<file path="config.mk">
export PLATFORM = sky130hd
export DESIGN_NAME = keypad_encoder_flat
export DESIGN_NICKNAME = d
export VERILOG_FILES = /design/src/rtl/keypad_pkg.sv /design/src/rtl/keypad_if.sv /design/src/rtl/keypad_encoder_row_sync.sv /design/src/rtl/keypad_encoder.sv /design/src/flat_wrapper.sv
export SDC_FILE = /design/constraint.sdc
export NUM_CORES = 1
export LEC_CHECK = 0
export ABC_AREA = 1
export BUFFER_PORTS_ARGS = -buffer_cell sky130_fd_sc_hd__buf_4
export CAP_MARGIN = 20
export CORE_ASPECT_RATIO = 1.5
export CORE_MARGIN = 2
export CORE_UTILIZATION = 58
export DETAILED_ROUTE_END_ITERATION = 10
export PLACE_DENSITY_LB_ADDON = 0.08
export SYNTH_ARGS = -nofsm -noshare
export SYNTH_HDL_FRONTEND = slang
export SYNTH_SLANG_ARGS = --single-unit
</file>
<file path="constraint.sdc">
create_clock -name clock -period 1.7 [get_ports clock]
set_input_delay 0.085 -clock clock [delete_from_list [all_inputs] [get_ports clock]]
set_output_delay 0.085 -clock clock [all_outputs]
set_load 0.005 [all_outputs]
</file>
<file path="src/rtl/keypad_pkg.sv">
// keypad_encoder shared types, key codes and the {row,col} key map.
// Also holds small helpers for column drive and row priority.
package keypad_pkg;

  typedef enum logic [1:0] {
    ST_SCAN,
    ST_DEBOUNCE,
    ST_EMIT,
    ST_RELEASE
  } state_t;

  localparam logic [3:0] KEY_CLEAR = 4'hF;
  localparam logic [3:0] KEY_ENTER = 4'hE;

  // Indexed {row, col}; entry 0 is row0/col0.
  localparam logic [3:0] KEY_MAP [16] = '{
    4'h1, 4'h2, 4'h3, 4'hA,
    4'h4, 4'h5, 4'h6, 4'hB,
    4'h7, 4'h8, 4'h9, 4'hC,
    KEY_CLEAR, 4'h0, KEY_ENTER, 4'hD
  };

  function automatic logic [3:0] col_drive(
    input logic [1:0] idx
  );
    return ~(4'b0001 << idx);
  endfunction

  // Lowest-index low row wins.
  function automatic logic [1:0] first_low(
    input logic [3:0] r
  );
    if (!r[0])      return 2'd0;
    else if (!r[1]) return 2'd1;
    else if (!r[2]) return 2'd2;
    else            return 2'd3;
  endfunction

endpackage

</file>
<file path="src/rtl/keypad_if.sv">
// Keypad pins plus the key event bus.
// master: encoder side (drives col, pressed_button); slave: consumer.
interface keypad_if;
  logic [3:0] row;
  logic [3:0] col;
  logic [4:0] pressed_button;

  modport master (
    input  row,
    output col,
    output pressed_button
  );

  modport slave (
    output row,
    input  col,
    input  pressed_button
  );
endinterface

</file>
<file path="src/rtl/keypad_encoder_row_sync.sv">
// 4-bit two-flop synchronizer for the keypad rows.
// Ports: clock, reset (async, high), row_a in, row_s out; resets to 4'hF.
module row_sync (
  input  logic       clock,
  input  logic       reset,
  input  logic [3:0] row_a,
  output logic [3:0] row_s
);

  logic [3:0] meta;

  always_ff @(posedge clock or posedge reset) begin
    if (reset) begin
      meta  <= 4'hF;
      row_s <= 4'hF;
    end else begin
      meta  <= row_a;
      row_s <= meta;
    end
  end

endmodule

</file>
<file path="src/rtl/keypad_encoder.sv">
// 4x4 keypad scanner/debouncer emitting one strobe per press.
// Ports: clock, reset (async, high), kp (keypad_if.master).
module keypad_encoder
  import keypad_pkg::*;
#(
  parameter int SCAN_DIV = 1000,
  parameter int DEBOUNCE = 4
) (
  input  logic     clock,
  input  logic     reset,
  keypad_if.master kp
);

  localparam int DW = $clog2(SCAN_DIV);
  localparam int CW = $clog2(DEBOUNCE + 1);
  localparam logic [DW-1:0] DIV_MAX =
    DW'(SCAN_DIV - 1);
  localparam logic [CW-1:0] DB_N =
    CW'(DEBOUNCE);

  logic [3:0]    row_s;
  logic [DW-1:0] div;
  logic [CW-1:0] cnt;
  logic [1:0]    col_idx;
  logic [1:0]    cand;
  logic [3:0]    col_q;
  logic [4:0]    pb_q;
  state_t        state;

  logic          sample;
  logic          all_high;
  logic          cand_low;
  logic [CW-1:0] cnt_inc;
  logic          cnt_last;
  logic [1:0]    nxt_idx;
  logic [1:0]    hit_row;

  row_sync u_sync (
    .clock (clock),
    .reset (reset),
    .row_a (kp.row),
    .row_s (row_s)
  );

  assign sample   = (div == DIV_MAX);
  assign all_high = (row_s == 4'hF);
  assign cand_low = ~row_s[cand];
  assign cnt_inc  = cnt + CW'(1);
  assign cnt_last = (cnt_inc == DB_N);
  assign nxt_idx  = col_idx + 2'd1;
  assign hit_row  = first_low(row_s);

  assign kp.col            = col_q;
  assign kp.pressed_button = pb_q;

  always_ff @(posedge clock or posedge reset) begin
    if (reset) begin
      state   <= ST_SCAN;
      div     <= '0;
      cnt     <= '0;
      col_idx <= 2'd0;
      cand    <= 2'd0;
      col_q   <= 4'b1110;
      pb_q    <= 5'b0;
    end else begin
      div  <= sample ? '0 : div + DW'(1);
      pb_q <= 5'b0;
      unique case (state)
        ST_SCAN: begin
          if (sample) begin
            if (all_high) begin
              col_idx <= nxt_idx;
              col_q   <= col_drive(nxt_idx);
            end else begin
              cand <= hit_row;
              cnt  <= CW'(1);
              if (DEBOUNCE == 1) begin
                state <= ST_EMIT;
                pb_q  <= {1'b1,
                  KEY_MAP[{hit_row, col_idx}]};
              end else begin
                state <= ST_DEBOUNCE;
              end
            end
          end
        end
        ST_DEBOUNCE: begin
          if (sample) begin
            if (cand_low) begin
              cnt <= cnt_inc;
              if (cnt_last) begin
                state <= ST_EMIT;
                pb_q  <= {1'b1,
                  KEY_MAP[{cand, col_idx}]};
              end
            end else begin
              state   <= ST_SCAN;
              col_idx <= nxt_idx;
              col_q   <= col_drive(nxt_idx);
            end
          end
        end
        ST_EMIT: begin
          state <= ST_RELEASE;
          cnt   <= '0;
        end
        ST_RELEASE: begin
          if (sample) begin
            if (all_high) begin
              cnt <= cnt_inc;
              if (cnt_last) begin
                state   <= ST_SCAN;
                col_idx <= nxt_idx;
                col_q   <= col_drive(nxt_idx);
              end
            end else begin
              cnt <= '0;
            end
          end
        end
        default: state <= ST_SCAN;
      endcase
    end
  end

endmodule

</file>
<file path="src/flat_wrapper.sv">
// flat-port wrapper written by rule: the top's interface ports become plain ports
module keypad_encoder_flat import keypad_pkg::*;
#(
  parameter int SCAN_DIV = 1000,
  parameter int DEBOUNCE = 4
)
  (clock, reset, kp_row, kp_col, kp_pressed_button);
  keypad_if kp_i ();
  input  logic clock;
  input  logic reset;
  input wire logic [$bits(kp_i.row)-1:0] kp_row;
  output wire logic [$bits(kp_i.col)-1:0] kp_col;
  output wire logic [$bits(kp_i.pressed_button)-1:0] kp_pressed_button;
  assign kp_i.row = kp_row;
  assign kp_col = kp_i.col;
  assign kp_pressed_button = kp_i.pressed_button;
  keypad_encoder #(.SCAN_DIV(SCAN_DIV), .DEBOUNCE(DEBOUNCE)) u_core (.clock(clock), .reset(reset), .kp(kp_i));
endmodule
</file>
==> out/qor.yml <==
run_status:
  status: "complete, no violations"
clock_network:
  cts_buffers: 5
  clock_path_buffers: 2
  clkLatencyLatePin_ns: 0.29
  cts.sinks: 36
  clockRootBuffer: "clkbuf_8"
  post_cts_buffers: 0
  clk_pin_slew_worst_paths_ns: 0.07
  htreeDepth: 2
  cts_tree: "yes"
synthesis:
  ys_types: 27
  synth_area_per_cell_um2: 9.13
  ys_seq_area_frac: 0.506
  synthCells: 198
  synthTopCellsByArea: "dfrtp_1 35%, dfstp_2 16%, nand2_1 8.7%"
  synth_seq_cells: 36
  synth.yosys.warnings: 0
  syn_nets: 216
  syn-cell-area_um2: 1810
  ys.flop_type: "dfrtp_1"
  yosys.area.top_type_share: 0.346
  synth_edf_count: 0
  synthArstFlopShare: 1.00
  yosys.area.top_type: "dfrtp_1"
die:
  die_area_um2: 3590
  initial_core_util: 0.614
  die_w_um: 49.6
  placementRows: 24
  ioPinCount: 15
  core_area_um2: 2940
  die_h_um: 72.4
routing:
  wl_met2_um: 1950
  drt_iter0_drc: 24
  via_count: 1398
  wl_met1_um: 1240
  drc: 0
  wire_per_inst_um: 12.8
  viasPerCell: 5.28
  wl_met3_um: 87
  drtPass1Iterations: 4
  top_layer: "met4"
  postRouteWirelength_um: 3390
  ant_nets: 0
hold_path:
  hold_class: "reg -> reg"
worst_setup_path:
  critical_path.endpoint: "u_core.col_idx[1]"
  crit_family: "adder cells"
  cp_common_cell: "ha_1"
  path_depth: 8
  critPathMaxStageDelay_ns: 0.40
  reg2regPathDepth: 8
  start_kind: "register"
  timing.rr.start: "u_core.cnt[0]"
  critPathKind: "reg -> reg"
  rrSetupSlack_ns: 0.11
  crit_slowest_cell: "dfrtp_1"
  rr_endpoint: "u_core.col_idx[1]"
  critPathRequiredTime_ns: 1.86
  crit_buf_inv: 1
  cp-startpoint: "u_core.cnt[0]"
  cp.arrival_ns: 1.75
  crit_path_cell_trace: "ha_1 > ha_1 > a21oi_1 > inv_1 > nand2_4 > nor2_8 > nand2_1 > o21ai_0"
  cp_max_fo: 7
  end_kind: "register"
power:
  p_sw_uw: 318
  p_int_uw: 1220
  p_sw_frac: 0.206
  p_per_area_nw_per_um2: 727
  irDropWorstVdd_mv: 0.636
  p_comb_frac: 0.029
  leakagePower_uw: 0.00106
  finalPower_uw: 1540
  pwr-share-clk: 0.400
  seq_power_share: 0.571
final_layout:
  fillerInstances: 244
  n_antenna_cell: 0
  multiInputGateArea_um2: 786
  fin_util: 0.720
  final_common_cell: "nand2_1"
  layout_common_cells: "41 x nand2_1, 25 x dfrtp_1, 22 x inv_1"
  register_area_um2: 915
  final_net_count: 243
  area_delta_synth_final_pct: 17.2
  drive_gt1_frac: 0.248
timing:
  slew_viol_final: 0
  tightest_slew_ns: 0.435
  period_minus_slack_ns: 1.59
  rsz0062_at_grt: "true"
  clock.fmax_mhz: 629
  setup_viol: 0
  finClkSkew_ns: 0.00630
  min_period_over_period: 0.936
  hold_viol_final: 0
  relSlewSlack: 0.710
flow_run:
  maxCapViolCount: 0
placed_design:
  place.gp.congestion: 0.877
  io_buffers: 14
  hpwl_um: 2530
grt:
  track_usage: 0.220
  gr-total-overflow: 0
  grt_pass1_vias: 1484
  grt_max_degree: 37
  grt_pass1_wl_um: 5980
  antenna_found_initial: 0
[final cells by class]
cell class,instances,area share
multi-input combinational,133,0.371
clock buffer,7,0.0408
tap,39,0.0230
timing repair buffer,21,0.0803
sequential,36,0.432
inverter,28,0.0496
clock inverter,1,0.00354
[worst min path at each step]
stage | start | to | slack [ns] | cells after the start
floorplan | kp_row[0] | u_core.u_sync.meta[0] | 0.09 | 0
global placement | kp_row[0] | u_core.u_sync.meta[0] | 0.19 | 1
detailed placement | kp_row[2] | u_core.u_sync.meta[2] | 0.19 | 1
CTS | u_core.u_sync.meta[2] | u_core.u_sync.row_s[2] | 0.36 | 0
global route | u_core.u_sync.meta[3] | u_core.u_sync.row_s[3] | 0.36 | 0
finish | u_core.u_sync.meta[3] | u_core.u_sync.row_s[3] | 0.35 | 0
[power groups by stage]
| stage | combinational, uW | clock [uW] | sequential [uW] |
|---|---|---|---|
| after floorplan | 19.9 | 0 | 893 |
| after global placement | 35.0 | 0 | 894 |
| after detailed placement | 36.6 | 0 | 894 |
| after CTS | 46.1 | 635 | 879 |
| after global routing | 51.1 | 670 | 880 |
| final | 44.6 | 616 | 879 |
[registers in the layout (all words and copies together), names as in the netlist, named ones only]
signal / cells
u_core.div: 10
u_core.kp.pressed_button: 5
u_core.kp.col: 4
u_core.u_sync.meta: 4
u_core.u_sync.row_s: 4
u_core.cnt: 3
u_core.cand: 2
u_core.col_idx: 2
u_core.state: 1
[logic make-up after synthesis]
kind of cell               after synthesis  share of synthesized area
adders and majority gates               12                     0.0830
AOI/OAI and AO/OA                       31                     0.0893
DFF                                     36                      0.506
and+or+nand+nor                         87                      0.242
xor gates and xnor gates                 3                     0.0187
buffers and inverters                   29                     0.0609
[per-stage QoR]
step	hold slack, ns	TNS [ns]	cell area, um^2	setup WS (ns)	cells
2_1_floorplan	0.0895	0	1810	0.273	198
3_3_place_gp	0.193	0	1970	0.197	252
3_5_place_dp	0.194	0	1970	0.111	252
4_1_cts	0.357	0	2120	0.0979	265
5_1_grt	0.359	-0.00831	2120	-0.00831	265
6_report	0.354	0	2120	0.109	265
[worst reg2reg max path, stage by stage, from the launching register on]
cell     delay [ns]
dfrtp_1        0.40
ha_1           0.24
ha_1           0.22
a21oi_1        0.20
inv_1          0.10
nand2_4        0.11
nor2_8         0.07
nand2_1        0.05
o21ai_0        0.08
[layer usage]
layer | up-vias | GRT usage
met5 | - | 0
met4 | 0 | 0.123
met3 | 13 | 0.0453
met2 | 24 | 0.436
met1 | 673 | 0.201
li1 | 688 | -
[synthesized netlist by cell type, types with 2 or more instances]
master and n:
a21oi_1 9, dfrtp_1 25, dfstp_2 11, ha_1 12, inv_1 22, inv_2 6
nand2_1 42, nand2_2 4, nand3_1 7, nand3_4 2, nand4_1 4, nor2_1 17
nor2_2 3, nor2_4 2, nor3_1 2, o21ai_0 18, xor2_1 2
[repair_timing]
item                       in CTS  in global routing
hold endpoints to repair       29                  0
resized for setup               0                  1
hold buffers                    5                  0
setup endpoints to repair       0                  3
Power figures use the tool's default switching activity.
